--- src/rtl/decoder_pkg.sv ---
// Shared encodings and helpers for ttl_decoder_ws.
// DECODER_TURNAROUND_EN adds the TURN state.
package decoder_pkg;

   localparam int MAX_WB    = 8;
   localparam int MAX_CFG_W = 256;

   typedef enum logic [1:0] {
      ST_IDLE   = 2'd0,
      ST_WAIT   = 2'd1,
      ST_ACTIVE = 2'd2
`ifdef DECODER_TURNAROUND_EN
      ,ST_TURN  = 2'd3
`endif
   } state_t;

   // Where a cycle end or abort lands: one forced all-high cycle, or straight back to IDLE.
`ifdef DECODER_TURNAROUND_EN
   localparam state_t ST_END = ST_TURN;
`else
   localparam state_t ST_END = ST_IDLE;
`endif

   // Field k of a packed per-output configuration vector, wb bits per field.
   function automatic logic [MAX_WB-1:0] wait_field(input logic [MAX_CFG_W-1:0] cfg,
                                                     input int unsigned k,
                                                     input int unsigned wb);
      logic [MAX_CFG_W-1:0] sh;
      sh = cfg >> (k * wb);
      return sh[MAX_WB-1:0] & ({MAX_WB{1'b1}} >> (MAX_WB - wb));
   endfunction

endpackage

--- src/rtl/decoder_wait_counter.sv ---
// Wait-state down counter: loads once per cycle, counts down, flags the final wait cycle.
module decoder_wait_counter
   import decoder_pkg::*;
#(
   parameter int WAIT_BITS = 2
) (
   input  logic                 clk_i,
   input  logic                 rst_i,
   input  logic                 load_i,
   input  logic [WAIT_BITS-1:0] load_val_i,
   input  logic                 dec_i,
   input  logic                 clr_i,
   output logic                 done_o
);

   logic [WAIT_BITS-1:0] cnt_q, cnt_d;

   always_comb begin
      cnt_d = cnt_q;
      if (load_i)
         cnt_d = load_val_i;
      else if (clr_i)
         cnt_d = '0;
      else if (dec_i && cnt_q != '0)
         cnt_d = cnt_q - WAIT_BITS'(1);
   end

   always_ff @(posedge clk_i) begin
      if (rst_i)
         cnt_q <= '0;
      else
         cnt_q <= cnt_d;
   end

   // High while the count is 1: the decrement at this edge is the last wait cycle.
   assign done_o = (cnt_q == WAIT_BITS'(1));

endmodule

--- src/rtl/ttl_decoder_ws.sv ---
// Registered active-low decoder with per-output wait states driving CPU Ready.
// Optional DECODER_TURNAROUND_EN inserts one all-high cycle after each cycle end/abort.
module ttl_decoder_ws
   import decoder_pkg::*;
#(
   parameter int WIDTH      = 2,
   parameter int WAIT_BITS  = 2,
   parameter int DELAY_RISE = 20,
   parameter int DELAY_FALL = 20
) (
   input  logic                            Clk,
   input  logic                            Reset,
   input  logic                            Enable_n,
   input  logic [WIDTH-1:0]                A,
   input  logic [(2**WIDTH)*WAIT_BITS-1:0] Wait_cfg,
   output logic [2**WIDTH-1:0]             Y,
   output logic                            Ready
);

   localparam int NOUT = 2**WIDTH;

   // The delays describe board-level output timing; in this clocked model outputs
   // change only at the clock edge, so they are checked for sanity and otherwise unused.
   if (DELAY_RISE < 0 || DELAY_FALL < 0) begin : g_bad_delay
      $error("ttl_decoder_ws: delays must be non-negative");
   end
   if (WAIT_BITS < 1 || WAIT_BITS > MAX_WB || NOUT * WAIT_BITS > MAX_CFG_W) begin : g_bad_cfg
      $error("ttl_decoder_ws: WIDTH/WAIT_BITS out of supported range");
   end

   state_t               state_q;
   logic [WIDTH-1:0]     sel_q;
   logic [NOUT-1:0]      y_q;
   logic                 ready_q;
   logic [WAIT_BITS-1:0] fld;
   logic                 cnt_load, cnt_dec, cnt_clr, cnt_done;

   assign fld = WAIT_BITS'(wait_field(MAX_CFG_W'(Wait_cfg), 32'(A), 32'(WAIT_BITS)));

   assign cnt_load = (state_q == ST_IDLE) && !Enable_n;
   assign cnt_dec  = (state_q == ST_WAIT) && !Enable_n;
   assign cnt_clr  = (state_q == ST_WAIT) &&  Enable_n;

   decoder_wait_counter #(.WAIT_BITS(WAIT_BITS)) u_wait_cnt (
      .clk_i      (Clk),
      .rst_i      (Reset),
      .load_i     (cnt_load),
      .load_val_i (fld),
      .dec_i      (cnt_dec),
      .clr_i      (cnt_clr),
      .done_o     (cnt_done)
   );

   always_ff @(posedge Clk) begin
      if (Reset) begin
         state_q <= ST_IDLE;
         sel_q   <= '0;
         y_q     <= '1;
         ready_q <= 1'b1;
      end else begin
         case (state_q)
            ST_IDLE: begin
               if (!Enable_n) begin
                  sel_q <= A;
                  y_q   <= ~(NOUT'(1) << A);
                  if (fld == '0) begin
                     state_q <= ST_ACTIVE;
                  end else begin
                     state_q <= ST_WAIT;
                     ready_q <= 1'b0;
                  end
               end else begin
                  y_q     <= '1;
                  ready_q <= 1'b1;
               end
            end
            ST_WAIT: begin
               if (Enable_n) begin
                  y_q     <= '1;
                  ready_q <= 1'b1;
                  state_q <= ST_END;
               end else if (cnt_done) begin
                  ready_q <= 1'b1;
                  state_q <= ST_ACTIVE;
               end
            end
            ST_ACTIVE: begin
               if (Enable_n) begin
                  y_q     <= '1;
                  state_q <= ST_END;
               end
            end
`ifdef DECODER_TURNAROUND_EN
            ST_TURN: begin
               y_q     <= '1;
               ready_q <= 1'b1;
               state_q <= ST_IDLE;
            end
`endif
            default: begin
               y_q     <= '1;
               ready_q <= 1'b1;
               state_q <= ST_IDLE;
            end
         endcase
      end
   end

   assign Y     = y_q;
   assign Ready = ready_q;

endmodule
--- config.mk ---
export PLATFORM = sky130hd
export DESIGN_NAME = ttl_decoder_ws
export DESIGN_NICKNAME = d
export VERILOG_FILES = /design/src/rtl/decoder_pkg.sv /design/src/rtl/decoder_wait_counter.sv /design/src/rtl/ttl_decoder_ws.sv
export SDC_FILE = /design/constraint.sdc
export NUM_CORES = 1
export LEC_CHECK = 0
export CORE_AREA = 2 2 39 41
export DETAILED_ROUTE_END_ITERATION = 8
export DIE_AREA = 0 0 41 43
export HOLD_SLACK_MARGIN = 0.06
export PLACE_DENSITY_LB_ADDON = 0.05
export RECOVER_POWER = 100
export SLEW_MARGIN = 25
export SYNTH_ARGS = -nofsm -noshare
export SYNTH_HDL_FRONTEND = slang
export SYNTH_SLANG_ARGS = --single-unit
--- constraint.sdc ---
create_clock -name Clk -period 3.4 [get_ports Clk]
set_clock_uncertainty 0.2 [all_clocks]
set_input_delay 0.51 -clock Clk [delete_from_list [all_inputs] [get_ports Clk]]
set_output_delay 0.51 -clock Clk [all_outputs]
set_load 0.01 [all_outputs]
After elaboration in Yosys (flattened, before gate mapping). Cells that the tools add are included.

Output and inout bits: 5. Bits in registers: 9. Bits of input ports: 13. Logic and storage cells: 46.

Muxes and demuxes: 17. Eq/ne operators: 8. Bitwise operators: 2. Shift-type cells: 2. Add/subtract/negate cells: 1. Reduce and logical (&&, ||, !) cells: 12.

Operator list (count): two-way mux 2 bit (8); two-way mux 4 bit (2); case mux 4 bit (2 select lines) (1); >> shifter 8 x 3 -> 2 bit (1); != test 3 bit (second input constant) (2); case mux 2 bit (3 select lines) (1); AND reduction 3 bit (2); == test 2 x 1 -> 1 bit (second input constant) (2); logical AND 1 bit (4); logical NOT 2 bit (2); two-way mux 1 bit (4); != test 2 bit (second input constant) (2); NOT 4 bit (1); << shifter 1 x 2 -> 4 bit (first input constant) (1); case mux 1 bit (3 select lines) (1); nonzero test 3 bit (1); == test 2 bit (second input constant) (1); != test 2 x 1 -> 1 bit (second input constant) (1); nonzero test 2 bit (1); OR reduction 2 bit (1); subtractor 2 x 1 -> 2 bit (second input constant) (1); logical NOT 1 bit (1); NOT 1 bit (1).

Longest topological paths before layout.
Word-level depth: 6. Depth in mapped cells: 6. Mapped depth without buffers: 6.

Cells and area by module. From an unflattened synthesis, not the netlist that was laid out.

Cell total of the unflattened synthesis: 59. Area total of the unflattened synthesis: 594.3 sq um.

By module, submodules not included: ttl_decoder_ws (sequential area each 140.1 sq um, cells each 45, times used 1, area each 447.9 sq um); decoder_wait_counter (sequential area each 40.0 sq um, cells each 14, times used 1, area each 146.4 sq um).

Worst setup path after synthesis. OpenSTA, ideal clock, no wires.

Path kind: input -> register. Start: input Enable_n. End: register ready_q (netlist: Ready). Path buffers: 1. Path slack: 1616 ps. Library setup time: 120 ps. Stages on the path: 4. Data arrival time: 1464 ps. Required time: 3080 ps. Cells stage by stage: clkbuf_1 nand2b_1 or4_4 o31a_1.

Longest elaborated chain between the ends: 2. Elaborated cells between the ends (all ways): 6. Classes of those cells: 2 x eq/ne; 3 x mux; 1 x reduce/logical.

RTL lines: from (decl) (line ttl_decoder_ws.sv:13) `input logic Enable_n,`; != test 3 bit (no source line) (tied with other cells); AND reduction 3 bit (no source line) or case mux 1 bit (3 select lines) (tied branches); to (signal assigned) (line ttl_decoder_ws.sv:59) `ready_q <= 1'b1;`; to (signal assigned) (line ttl_decoder_ws.sv:70) `ready_q <= 1'b0;`; to (signal assigned) (line ttl_decoder_ws.sv:74) `ready_q <= 1'b1;`; to (decl) (line ttl_decoder_ws.sv:34) `logic ready_q;`.

Parallel ways exist; a longest one is shown, timed or not. A chain may end at the register's enable or synchronous reset.

Final worst setup path.
Start: input A[0]. End: register ready_q (netlist: Ready).

Longest elaborated chain between the ends: 4.

RTL lines: from (decl) (line ttl_decoder_ws.sv:14) `input logic [WIDTH-1:0] A,`; >> shifter 8 x 3 -> 2 bit (line decoder_pkg.sv:29) `sh = cfg >> (k * wb);`; logical NOT 2 bit (line ttl_decoder_ws.sv:66) `if (fld == '0) begin`; != test 3 bit (no source line); AND reduction 3 bit (no source line); to (signal assigned) (line ttl_decoder_ws.sv:70); to (signal assigned) (line ttl_decoder_ws.sv:74); to (signal assigned) (line ttl_decoder_ws.sv:80) `ready_q <= 1'b1;`.

Every way passes these cells.

==> impl_metrics.ini <==
[outcome]
status = completed

[timing]
period_share = 0.667
finalCriticalPeriod_ns = 2.27
worst_slew_pin_slew_ns = 0.312
postLayoutSetupSlackWorst_ns = 1.13
unrepaired_setup_endpoints_after_global_routing = no
worst_hold_slack_ns = 0.291
timing.final.setup_violations = 0
drv_slew = 0
clock.fmax_mhz = 441
final.setup.tns_ns = 0
number_of_hold_violations_in_the_final_report = 0
max-slew-margin-rel = 0.791

[yosys]
syn-num-nets = 82
synth.cell_area_sq_um = 573
number_of_register_bits_inferred_by_synthesis = 9
synth_edf_count = 0
yosys_warnings = 0
asyncSetResetFlopFracSynth = 0
main_flop_type_after_synthesis = sky130_fd_sc_hd__dfxtp_1
netlist-cell-type-count = 24
avgSynthCellArea_sq_um = 8.95
synth-seq-area-share = 0.314
post_synth_inst_count = 64

[final_layout]
area.growth.synth_to_final_pct = 36.7
fraction_of_layout_instances_using_a_drive_strength_above_1 = 0.0714
insertedDiodeCount = 0
filler_free_cell_count_of_the_finished_design = 100
number_of_nets_at_the_end_of_the_flow = 103

[detailed_routing]
initialDrtViolationCount = 16
drt.antenna.violating_nets = 0
post_drt_via_cell_ratio = 5.19
routed_wl_mm = 1.21
drt_pass1_iterations = 4
drc_errors = 0
route.detailed.wl_per_inst_um = 12.1
routed-via-count = 519

[grt]
grt_first_pass_wirelength_mm = 1.91
grt_max_degree = 11
antenna_found_initial = 0
grt_pass1_vias = 446
grt_resource_usage_total = 0.166
grt_overflow = 0

[clock_network]
clkLatencyLatePin_ns = 0.26
clock_tree_from_tritoncts = done
postCtsSetupBuffers = 0
number_of_sinks_driven_by_the_clock_tree = 9
cts-htree-levels = 1
cts-buffers-inserted = 3
cts-resized-gates = 0
cts.clk_slew.worst_paths_ns = 0.07
hold_buffers = 0
clock_tree.buffer_depth = 2
cts.root.buffer_cell = sky130_fd_sc_hd__clkbuf_4

[placed_design]
buffer_ports.inserted = 17
hpwl_after_detailed_placement_um = 958
number_of_instances_in_the_placed_design = 96
dp_slack_ns = 1.08
finalWeightedCongestion = 0.652

[power_and_ir_drop]
power_switching_share = 0.314
ir_worst_vdd_uv = 265
seq_power_share = 0.389
static-leakage-power_nw = 0.303
combinationalPowerShare = 0.348
power.density_cell_area_mw_per_mm2 = 401
total_switching_power_w = 0.0000987
power.share.clock = 0.264
p_int_w = 0.000216

[floorplan]
coreArea_sq_mm = 0.00138
io_pins = 18
rows = 14
die_extent_in_y_um = 43
area_enclosed_by_the_die_boundary_sq_mm = 0.00176
initial_utilization = 0.414
floorplan.die.width_um = 41

[worst_setup_path]
nature_of_the_critical_path_endpoint = register
setup.worst_path.class = input pin to register
worstSetupStartpointType = input pin
critPathMaxFanout = 4
critical_path_arrival_ns = 2.22
worst_ep_required_time_ns = 3.35

[min_path]
worstHoldPathType = register to register

[flow_run]
number_of_max_capacitance_violations_reported = 0
## layout by cell type, fill, tap and decap left out, types with 2 or more instances in the layout
| cell | netlist | routed |
|---|---|---|
| sky130_fd_sc_hd__a211oi_1 | 2 | 2 |
| sky130_fd_sc_hd__ha_1 | 5 | 5 |
| sky130_fd_sc_hd__a21oi_1 | 3 | 3 |
| sky130_fd_sc_hd__clkdlybuf4s50_1 | 0 | 10 |
| sky130_fd_sc_hd__dfxtp_1 | 9 | 9 |
| sky130_fd_sc_hd__nand2b_1 | 6 | 6 |
| sky130_fd_sc_hd__nor3_1 | 2 | 2 |
| sky130_fd_sc_hd__dlygate4sd3_1 | 0 | 7 |
| sky130_fd_sc_hd__inv_1 | 7 | 7 |
| sky130_fd_sc_hd__nor2_1 | 3 | 3 |
| sky130_fd_sc_hd__clkbuf_4 | 0 | 3 |
| sky130_fd_sc_hd__o22ai_1 | 5 | 5 |
| sky130_fd_sc_hd__nand2_1 | 7 | 7 |
| sky130_fd_sc_hd__mux4_1 | 2 | 2 |
## per-layer routing
metal,part of all wire,vias to the layer above,wire (um),global-route usage
met3,0.044,2,53,0.0419
met1,0.46,233,549,0.211
li1,-,273,-,-
met2,0.49,11,585,0.241
met5,0,-,0,0
met4,0.014,0,17,0.100
## kinds of logic (layout without fill, tap and decap cells)
family                     Yosys count  count (layout)  share of synthesized area
AOI/OAI and AO/OA                   16              16                      0.190
adders and majority gates            5               5                      0.109
and+or+nand+nor                     23              23                      0.225
buffers and inverters                8              28                     0.0524
DFF                                  9               9                      0.314
muxes                                3               3                      0.109
## final timing paths
check	startpoint	slack, ns	end	cells after the start
worst max register to register	state_q[1]	1.35	Ready	6
worst min register to register	Ready	0.29	Ready	1
worst min-delay path	Ready	0.29	Ready	1
worst max-delay path	A[0]	1.13	Ready	5
## final cells by class
class | instances | area [sq um]
tap | 16 | 20.0
clock buffer | 4 | 26.3
inverter | 7 | 26.3
sequential | 9 | 180
fill | 129 | 601
multi-input combinational | 47 | 360
timing repair buffer | 17 | 170
## critical path: stages
cell,delay (ns)
sky130_fd_sc_hd__dlygate4sd3_1,0.59
sky130_fd_sc_hd__mux4_1,0.37
sky130_fd_sc_hd__nor2_1,0.06
sky130_fd_sc_hd__or4_2,0.56
sky130_fd_sc_hd__o31a_1,0.13
## stage by stage
| step | instance area (sq um) | total power [W] | util |
|---|---|---|---|
| after floorplan | 573 | 0.000199 | - |
| after global placement | 759 | 0.000238 | 0.549 |
| after detailed placement | 759 | 0.000238 | 0.549 |
| after CTS | 786 | 0.000320 | 0.568 |
| after global routing | 783 | 0.000340 | 0.566 |
| final | 783 | 0.000314 | 0.566 |
## cell usage after synthesis (2+ instances only)
cell type	n	share of area
sky130_fd_sc_hd__a211oi_1	2	0.026
sky130_fd_sc_hd__a21oi_1	3	0.026
sky130_fd_sc_hd__dfxtp_1	9	0.31
sky130_fd_sc_hd__ha_1	5	0.11
sky130_fd_sc_hd__inv_1	7	0.046
sky130_fd_sc_hd__mux4_1	2	0.092
sky130_fd_sc_hd__nand2_1	7	0.046
sky130_fd_sc_hd__nand2b_1	6	0.066
sky130_fd_sc_hd__nor2_1	3	0.020
sky130_fd_sc_hd__nor3_1	2	0.017
sky130_fd_sc_hd__o22ai_1	5	0.055
## power by group through the flow
stage / combinational, W / sequential (W) / clock (W)
after floorplan: 0.0000732 / 0.000126 / 0
after global routing: 0.000122 / 0.000124 / 0.0000934
after global placement: 0.000113 / 0.000125 / 0
after CTS: 0.000114 / 0.000122 / 0.0000844
after detailed placement: 0.000113 / 0.000125 / 0
final: 0.000109 / 0.000122 / 0.0000828
## flip-flops by register name, indices dropped and copies added, names as in the netlist
register	cells
Y	4
Ready	1
u_wait_cnt.cnt_q	2
state_q	2
Note: power is estimated with default switching activity, not from simulation.
